===== src/rtl/truncator_arbiter.sv =====
// rtl/truncator_arbiter.sv - round-robin arbiter sharing one psum truncation stage
module truncator_arbiter #(
  parameter int DATA_WIDTH = 16,
  parameter int NUM_REQ    = 4,
  parameter int SEL_WIDTH  = $clog2(DATA_WIDTH),
  parameter int ID_WIDTH   = $clog2(NUM_REQ)
) (
  input  logic                          clk,
  input  logic                          reset,
  input  logic                          cfg_load,
  input  logic [SEL_WIDTH:0]            cfg_sel,
  input  logic [NUM_REQ-1:0]            req_valid,
  input  logic [NUM_REQ*2*DATA_WIDTH-1:0] req_data,
  output logic [NUM_REQ-1:0]            req_ready,
  output logic                          out_valid,
  output logic [DATA_WIDTH-1:0]         out_data,
  output logic [ID_WIDTH-1:0]           out_id,
  input  logic                          out_ready,
  output logic [SEL_WIDTH:0]            sel_q
);

  localparam logic [ID_WIDTH:0]  NUM_REQ_W = (ID_WIDTH+1)'(NUM_REQ);
  localparam logic [SEL_WIDTH:0] SEL_MAX   = (SEL_WIDTH+1)'(DATA_WIDTH);

  logic [2*DATA_WIDTH-1:0] words [NUM_REQ];
  logic [ID_WIDTH-1:0]     rr_ptr;
  logic [ID_WIDTH-1:0]     grant_id;
  logic [ID_WIDTH:0]       scan_idx;
  logic                    found;
  logic                    free;
  logic                    grant;
  logic [2*DATA_WIDTH-1:0] grant_word;
  logic [DATA_WIDTH-1:0]   trunc_data;
  logic [SEL_WIDTH:0]      sel_clamped;

  for (genvar k = 0; k < NUM_REQ; k++) begin : g_unpack
    assign words[k] = req_data[k*2*DATA_WIDTH +: 2*DATA_WIDTH];
  end

  assign free = !out_valid || out_ready;

  // First valid requester at or after rr_ptr, wrapping past NUM_REQ-1.
  always_comb begin
    grant_id = '0;
    found    = 1'b0;
    scan_idx = '0;
    for (int i = 0; i < NUM_REQ; i++) begin
      scan_idx = {1'b0, rr_ptr} + (ID_WIDTH+1)'(i);
      if (scan_idx >= NUM_REQ_W) scan_idx = scan_idx - NUM_REQ_W;
      if (!found && req_valid[scan_idx[ID_WIDTH-1:0]]) begin
        found    = 1'b1;
        grant_id = scan_idx[ID_WIDTH-1:0];
      end
    end
  end

  assign grant = found && free && !reset;

  always_comb begin
    req_ready = '0;
    if (grant) req_ready[grant_id] = 1'b1;
  end

  assign grant_word  = words[grant_id];
  assign trunc_data  = DATA_WIDTH'(grant_word >> sel_q);
  assign sel_clamped = (cfg_sel > SEL_MAX) ? SEL_MAX : cfg_sel;

  always_ff @(posedge clk) begin
    if (reset) begin
      sel_q     <= '0;
      rr_ptr    <= '0;
      out_valid <= 1'b0;
      out_data  <= '0;
      out_id    <= '0;
    end else begin
      if (cfg_load) sel_q <= sel_clamped;
      if (grant) begin
        out_data  <= trunc_data;
        out_id    <= grant_id;
        out_valid <= 1'b1;
        rr_ptr    <= (grant_id == ID_WIDTH'(NUM_REQ - 1)) ? '0 : grant_id + 1'b1;
      end else if (out_ready) begin
        out_valid <= 1'b0;
      end
    end
  end

endmodule

===== config.mk =====
export PLATFORM = sky130hd
export DESIGN_NAME = truncator_arbiter
export DESIGN_NICKNAME = d
export VERILOG_FILES = /design/src/rtl/truncator_arbiter.sv
export SDC_FILE = /design/constraint.sdc
export NUM_CORES = 1
export LEC_CHECK = 0
export ABC_AREA = 1
export CAP_MARGIN = 10
export CORE_MARGIN = 5
export CORE_UTILIZATION = 45
export DETAILED_ROUTE_END_ITERATION = 16
export GPL_TIMING_DRIVEN = 1
export PLACE_DENSITY = 0.9
export SYNTH_ARGS = -nofsm -noshare
export SYNTH_HDL_FRONTEND = slang
export SYNTH_SLANG_ARGS = --single-unit

===== constraint.sdc =====
create_clock -name clk -period 3.3 [get_ports clk]
set_input_delay 0.825 -clock clk [delete_from_list [all_inputs] [get_ports clk]]
set_output_delay 0.825 -clock clk [all_outputs]
set_load 0.05 [all_outputs]

**After elaboration in Yosys (flattened, before gate mapping)**

Index checks and enable logic that the tools add are counted.

- Register bits after elaboration: 26
- Input port bits: 141
- Output and inout bits: 28
- Logic and storage cells: 71

- Add/sub/neg operators: 8
- Magnitude comparators: 12
- Equality and inequality tests: 1
- Shift-type cells: 1
- Muxes and demuxes: 30
- Bitwise logic cells: 1
- Reduce and logical (&&, ||, !) cells: 13

Operator list:

| cell | count |
|---|---|
| binary-select mux 32 bit (select 2 bit) | 1 |
| two-way mux 32 bit | 2 |
| >> shifter 32 x 5 -> 16 bit | 1 |
| two-way mux 2 bit | 9 |
| < comparator 2 x 3 -> 1 bit, second input constant | 5 |
| greater-or-equal comparator 3 bit, second input constant | 4 |
| two-way mux 1 bit | 11 |
| binary-select mux 1 bit (select 2 bit) | 4 |
| subtractor 2 x 1 -> 2 bit, second input constant | 4 |
| adder 2 x 2 -> 3 bit, second input constant | 2 |
| logical AND 1 bit | 6 |
| greater-than comparator 5 bit, second input constant | 1 |
| zero test 1 bit | 5 |
| two-way mux 5 bit | 1 |
| two-way mux 4 bit | 1 |
| adder 2 x 1 -> 3 bit, second input constant | 1 |
| greater-or-equal comparator 2 x 3 -> 1 bit, second input constant | 1 |
| inverter 2 -> 3 bit | 1 |
| adder 2 x 1 -> 2 bit, second input constant | 1 |
| demux 1 bit (select 2 bit) | 1 |
| equality test 2 bit, second input constant | 1 |
| greater-or-equal comparator 2 x 1 -> 1 bit, second input constant | 1 |
| nonzero test 2 bit | 1 |
| logical OR 1 bit | 1 |

**Logic depth before layout (Yosys ltp)**

Gate-level depths: netlist of run 1.

- Depth after elaboration: 19
- Gate-level depth with buffers: 23
- Mapped depth without buffers: 22

**Worst setup path after synthesis of run 1**

Ideal clock, no wire load.

- Path kind: input port to output port
- Start: in req_valid[3]
- End: out req_ready[1]
- Arrival time: 2.681 ns
- Required time: 2.475 ns
- Slack: -0.206 ns
- Cell stages on the path: 14
- Path buffers: 2
- Cell sequence: inv_1 nand2_2 nand3_2 nand2_2 nor2_4 nand3_2 nand2_4 nand2_4 buf_6 buf_4 inv_1 ha_1 inv_1 nor2_1

- Word-level cells in the longest chain between the ends: 17
- Elaborated cells on any way between the ends: 30
- Those cells by class: order compare: 2; mux: 19; reduce/logical: 9

Ends and longest elaborated chain:

| item | line | source |
|---|---|---|
| start, declared | 12 | `input logic [NUM_REQ-1:0] req_valid,` |
| binary-select mux 1 bit (select 2 bit) | 50 | `if (!found && req_valid[scan_idx[ID_WIDTH-1:0]]) begin` |
| two-way mux 1 bit (not written as such) | 50 |  |
| two-way mux 1 bit | 50 |  |
| zero test 1 bit | 50 |  |
| logical AND 1 bit | 50 |  |
| two-way mux 1 bit | 50 |  |
| zero test 1 bit | 50 |  |
| logical AND 1 bit | 50 |  |
| [... 2 more ...] | -- |  |
| logical AND 1 bit | 50 |  |
| two-way mux 2 bit * | 50 |  |
| via grant_id[0] | 27 | `logic [ID_WIDTH-1:0] grant_id;` |
| < comparator 2 x 3 -> 1 bit (not written as such) / greater-or-equal comparator 2 x 1 -> 1 bit (equally long branches) | 61 | `if (grant) req_ready[grant_id] = 1'b1;` |
| logical AND 1 bit (not written as such) | 61 |  |
| two-way mux 1 bit (not written as such) | 61 |  |
| demux 1 bit (select 2 bit) * | 61 |  |
| two-way mux 4 bit * | 61 |  |
| end, declared | 14 | `output logic [NUM_REQ-1:0] req_ready,` |

The timed path passes the listed nets; every way through them passes the cells marked *. The select of a mux whose other input is x is not followed.

**Final worst setup path of run 1**

- Start: in req_valid[1]
- End: out req_ready[2]

- Word-level cells in the longest chain between the ends: 17
- Elaborated cells on any way between the ends: 30
- Those cells by class: order compare: 2; mux: 19; reduce/logical: 9

Ends and longest elaborated chain:

| item | line |
|---|---|
| binary-select mux 1 bit (select 2 bit) | 50 |
| two-way mux 1 bit (not written as such) | 50 |
| two-way mux 1 bit | 50 |
| zero test 1 bit | 50 |
| logical AND 1 bit | 50 |
| two-way mux 1 bit | 50 |
| zero test 1 bit | 50 |
| logical AND 1 bit | 50 |
| two-way mux 1 bit | 50 |
| zero test 1 bit | 50 |
| logical AND 1 bit | 50 |
| two-way mux 2 bit | 50 |
| < comparator 2 x 3 -> 1 bit (not written as such) / greater-or-equal comparator 2 x 1 -> 1 bit (equally long branches) | 61 |
| logical AND 1 bit (not written as such) | 61 |
| two-way mux 1 bit (not written as such) | 61 |
| demux 1 bit (select 2 bit) | 61 |
| two-way mux 4 bit * | 61 |

Every way passes the cells marked *; elsewhere a longest branch is shown, timed or not. The select of a mux whose other input is x is not followed.

==> results of run 1 <==
[cell usage in the layout (no fill, tap or decap)]
| cell | netlist | final |
|---|---|---|
| nand3_4 | 0 | 1 |
| nor2_2 | 2 | 5 |
| buf_4 | 4 | 26 |
| clkinv_1 | 3 | 3 |
| buf_12 | 1 | 14 |
| nor4_1 | 1 | 1 |
| clkdlybuf4s50_1 | 0 | 160 |
| nand3b_1 | 9 | 9 |
| nand2_2 | 8 | 11 |
| a21oi_2 | 2 | 2 |
| ha_1 | 4 | 4 |
| o21ai_2 | 0 | 1 |
| nor2_4 | 1 | 2 |
| or2_2 | 2 | 2 |
| dfxtp_1 | 26 | 26 |
| a31oi_1 | 1 | 1 |
| o21ai_0 | 8 | 8 |
| nor2_1 | 19 | 15 |
| nand4_1 | 4 | 4 |
| inv_4 | 1 | 1 |
| clkbuf_8 | 0 | 3 |
| nand3_1 | 322 | 322 |
| nand2_1 | 202 | 199 |
| inv_1 | 48 | 44 |
| inv_2 | 5 | 9 |
| nand2_4 | 3 | 3 |
| nand3_2 | 6 | 5 |
| a21oi_1 | 43 | 43 |
| dlygate4sd2_1 | 0 | 4 |
[through the flow]
| stage | std cells | area (um^2) | TNS [ns] |
|---|---|---|---|
| after floorplan | 780 | 4160 | 0 |
| after global placement | 1033 | 6030 | -0.235 |
| after detailed placement | 1033 | 6030 | -1.14 |
| after CTS | 1038 | 6100 | 0 |
| after global routing | 1039 | 6120 | -0.00282 |
| final | 1039 | 6120 | 0 |
[registers in the layout, summed over array words and instances (netlist names)]
name and cells:
out_data 16, sel_q 5, out_id 2, rr_ptr 2, out_valid 1
[cells by family after synthesis]
logic type / count (synthesis)
buffers and inverters: 116
adders and majority gates: 4
DFF: 26
and+or+nand+nor: 579
AOI/OAI and AO/OA: 55
[routing by layer]
layer / GRT usage [%] / part of all wire (%) / vias up
met2: 51.1 / 50 / 261
met1: 31.6 / 40 / 2594
li1: - / - / 2936
met4: 9.34 / 3.3 / 0
met5: 0 / 0 / -
met3: 3.89 / 6.7 / 46
[timing repair]
item | CTS | global route
hold buffers | 0 | 0
buffers inserted | 2 | 1
pin swaps | 9 | 1
gates cloned | 0 | 0
resized for setup | 12 | 2
setup endpoints to repair | 4 | 1
[power groups by stage]
stage	sequential (mW)	combinational [mW]	clock, mW
after CTS	0.527	6.20	0.173
after global placement	0.532	6.03	0
after floorplan	0.920	3.98	0
after detailed placement	0.536	6.11	0
final	0.527	6.26	0.171
after global routing	0.542	6.90	0.186
[critical path: cells and delay by family]
family	cells	cell delay [ns]
buffers and inverters	5	0.60
AND/OR/NAND/NOR	8	0.81
adder cells (fa/ha/maj)	1	0.13
[path summary, 6_finish.rpt]
kind / cells past startpoint / to
worst min-delay path: 2 / out_id[1]
worst max-delay path: 14 / req_ready[2]
worst max register to register: 22 / out_data[7]
worst min register to register: 2 / out_id[1]
[final cells by class]
type / count / area (um^2)
clock buffers: 3 / 41.3
repair buffers: 204 / 2110
well taps: 111 / 139
flip-flops and latches: 26 / 520
inverters: 57 / 216
multi-input cells: 638 / 3090
fillers: 848 / 2990
==> out/qor.csv, run 1 <==
stage,metric,value,unit
outcome,status,completed,
global_routing,GR Overflow Total,0,
critical_path,cell breakdown of the critical path,dlygate4sd2_1 > inv_1 > nand2_2 > nand3_2 > nand2_2 > nor2_4 > nand3_4 > nand3_2 > nand2_4 > inv_4 > ha_1 > inv_1 > nor2_2 > buf_12,
critical_path,R2R setup slack,0.63,ns
global_routing,antenna violations before repair,0,
global_routing,global-route wire length before repair,25.9,mm
yosys,cells after synthesis,780,
critical_path,Critical Path RT,2.47,ns
yosys,top-count cell post-synth,nand3_1,
yosys,number of flops mapped to enable cells by yosys,0,
sta,hold slack,0.495,ns
sta,Final Slew Violations,0,
clock_network,CTS sink cnt,26,
die,Initial Utilization,45.5,%
yosys,post-synth top area share,38.8,%
drt,number of remaining DRC errors,0,
power,clock group share of total power,2.5,%
finish,share of post-route cells with drive strength above 1,9.16,%
power,Leak Pwr,2.87,nW
drt,First-pass DRT Iterations,5,
yosys,Cell variety after synth,30,
critical_path,CP endpoint kind,primary output,
yosys,Mean Syn Cell Area,5.32,um^2
sta,period utilization,96.8,%
yosys,Synth Flop Type,dfxtp_1,
sta,worst-margin pin slew,0.898,ns
power,Sequential Power Share,7.6,%
clock_network,clk buf depth,2,
power,worst vdd ir,1.12,mV
clock_network,CTS tree,done,
clock_network,clock slew at reported path FFs,0.08,ns
sta,Fmax,0.313,GHz
yosys,Syn. warnings,0,
finish,# diodes,0,
yosys,largest family of logic cells by synthesized area,simple AND/OR/NAND/NOR gates,
yosys,"top cells by count, synth","nand3_1 (322), nand2_1 (202), inv_1 (48), a21oi_1 (43), dfxtp_1 (26)",
yosys,Post-Synth Adder-Cell Area,1.21,%
die,core area,9110,um^2
critical_path,worst flop-to-flop path startpoint,rr_ptr[1],
drt,1st-iter DRT viols,479,
critical_path,critical setup path kind,input pin to primary output,
critical_path,"Arr. time, crit path",2.37,ns
clock_network,clk root buf,clkbuf_8,
run,max_cap viols,0,
power,NetSw,4.09,mW
clock_network,CTS Buf Count,3,
die,die area,11200,um^2
yosys,simple-gate portion of the synthesized area,65.6,%
critical_path,Crit Path Max Fanout,5,
finish,fin util,67.2,%
drt,Antenna Nets Post-Route,0,
critical_path,CP max stage delay,0.25,ns
drt,Routed WL per cell,15.2,um
power,Sw Ratio,58.7,%
placement,Final GP Congestion,0.942,
critical_path,"Slowest-stage cell, CP",dlygate4sd2_1,
yosys,"FFs w/ async S/R, synth",0,%
critical_path,CP Launch Type,input pin,
sta,clock skew,0.0105,ns
global_routing,GRT Util Overall,27.3,%
yosys,Post-Synth XOR/XNOR Area,0,%
yosys,post-synthesis sequential area ratio,12.5,%
sta,slew margin rel.,40.1,%
sta,RSZ-0062 raised after global routing,true,
placement,dpl ws,-0.147,ns
yosys,top post-synthesis cells by area,"nand3_1 (39%), nand2_1 (18%), dfxtp_1 (13%)",
drt,Via Count,5837,
drt,drt total wl,15.8,mm
power,P per Cell Area,1140,nW/um^2
sta,"Hold Vio Cnt, Final",0,
yosys,Synth area leader,nand3_1,
power,total power,6.96,mW
worst_hold_path,Hold Crit Class,flip-flop to flip-flop,
sta,"Min Clock Period, post-route",3.19,ns
power,Comb pwr share,90.0,%
yosys,Synth Cell Area,4150,um^2
die,chip width,106,um
clock_network,CTS H-tree depth,1,
critical_path,Crit. Startpoint,req_valid[1],
worst_hold_path,Min-Delay Startpoint,out_id[1],
yosys,Compound-Gate Fraction of Synth Area,6.85,%
die,Core Rows,35,
drt,detail-routed via count per cell,5.62,
finish,Final Net Count,1075,
clock_network,Worst-Skew Late Latency,0.26,ns
die,chip height,106,um
global_routing,vias in the first global route,5611,
yosys,post-synthesis mux area share,0,%
placement,IO buf count,168,
die,I/O pins,169,
sta,PnR worst setup slack,0.107,ns
power,Int Pwr,2.88,mW
placement,DP HPWL,12.5,mm
global_routing,largest net degree at the start of global routing,34,
sta,final setup vio count,0,
yosys,Mapped Nets,925,
finish,Area growth syn-to-layout,47.4,%
yosys,Seq cells post-synth,26,
Note: power is estimated with default switching activity, not from simulation.
==> run 2, diff against run 1 <==
ABC_CLOCK_PERIOD_IN_PS = 3300   (was unset)
==> results of run 2 <==
The final DEF is identical to that of run 1; final timing and power are the same.
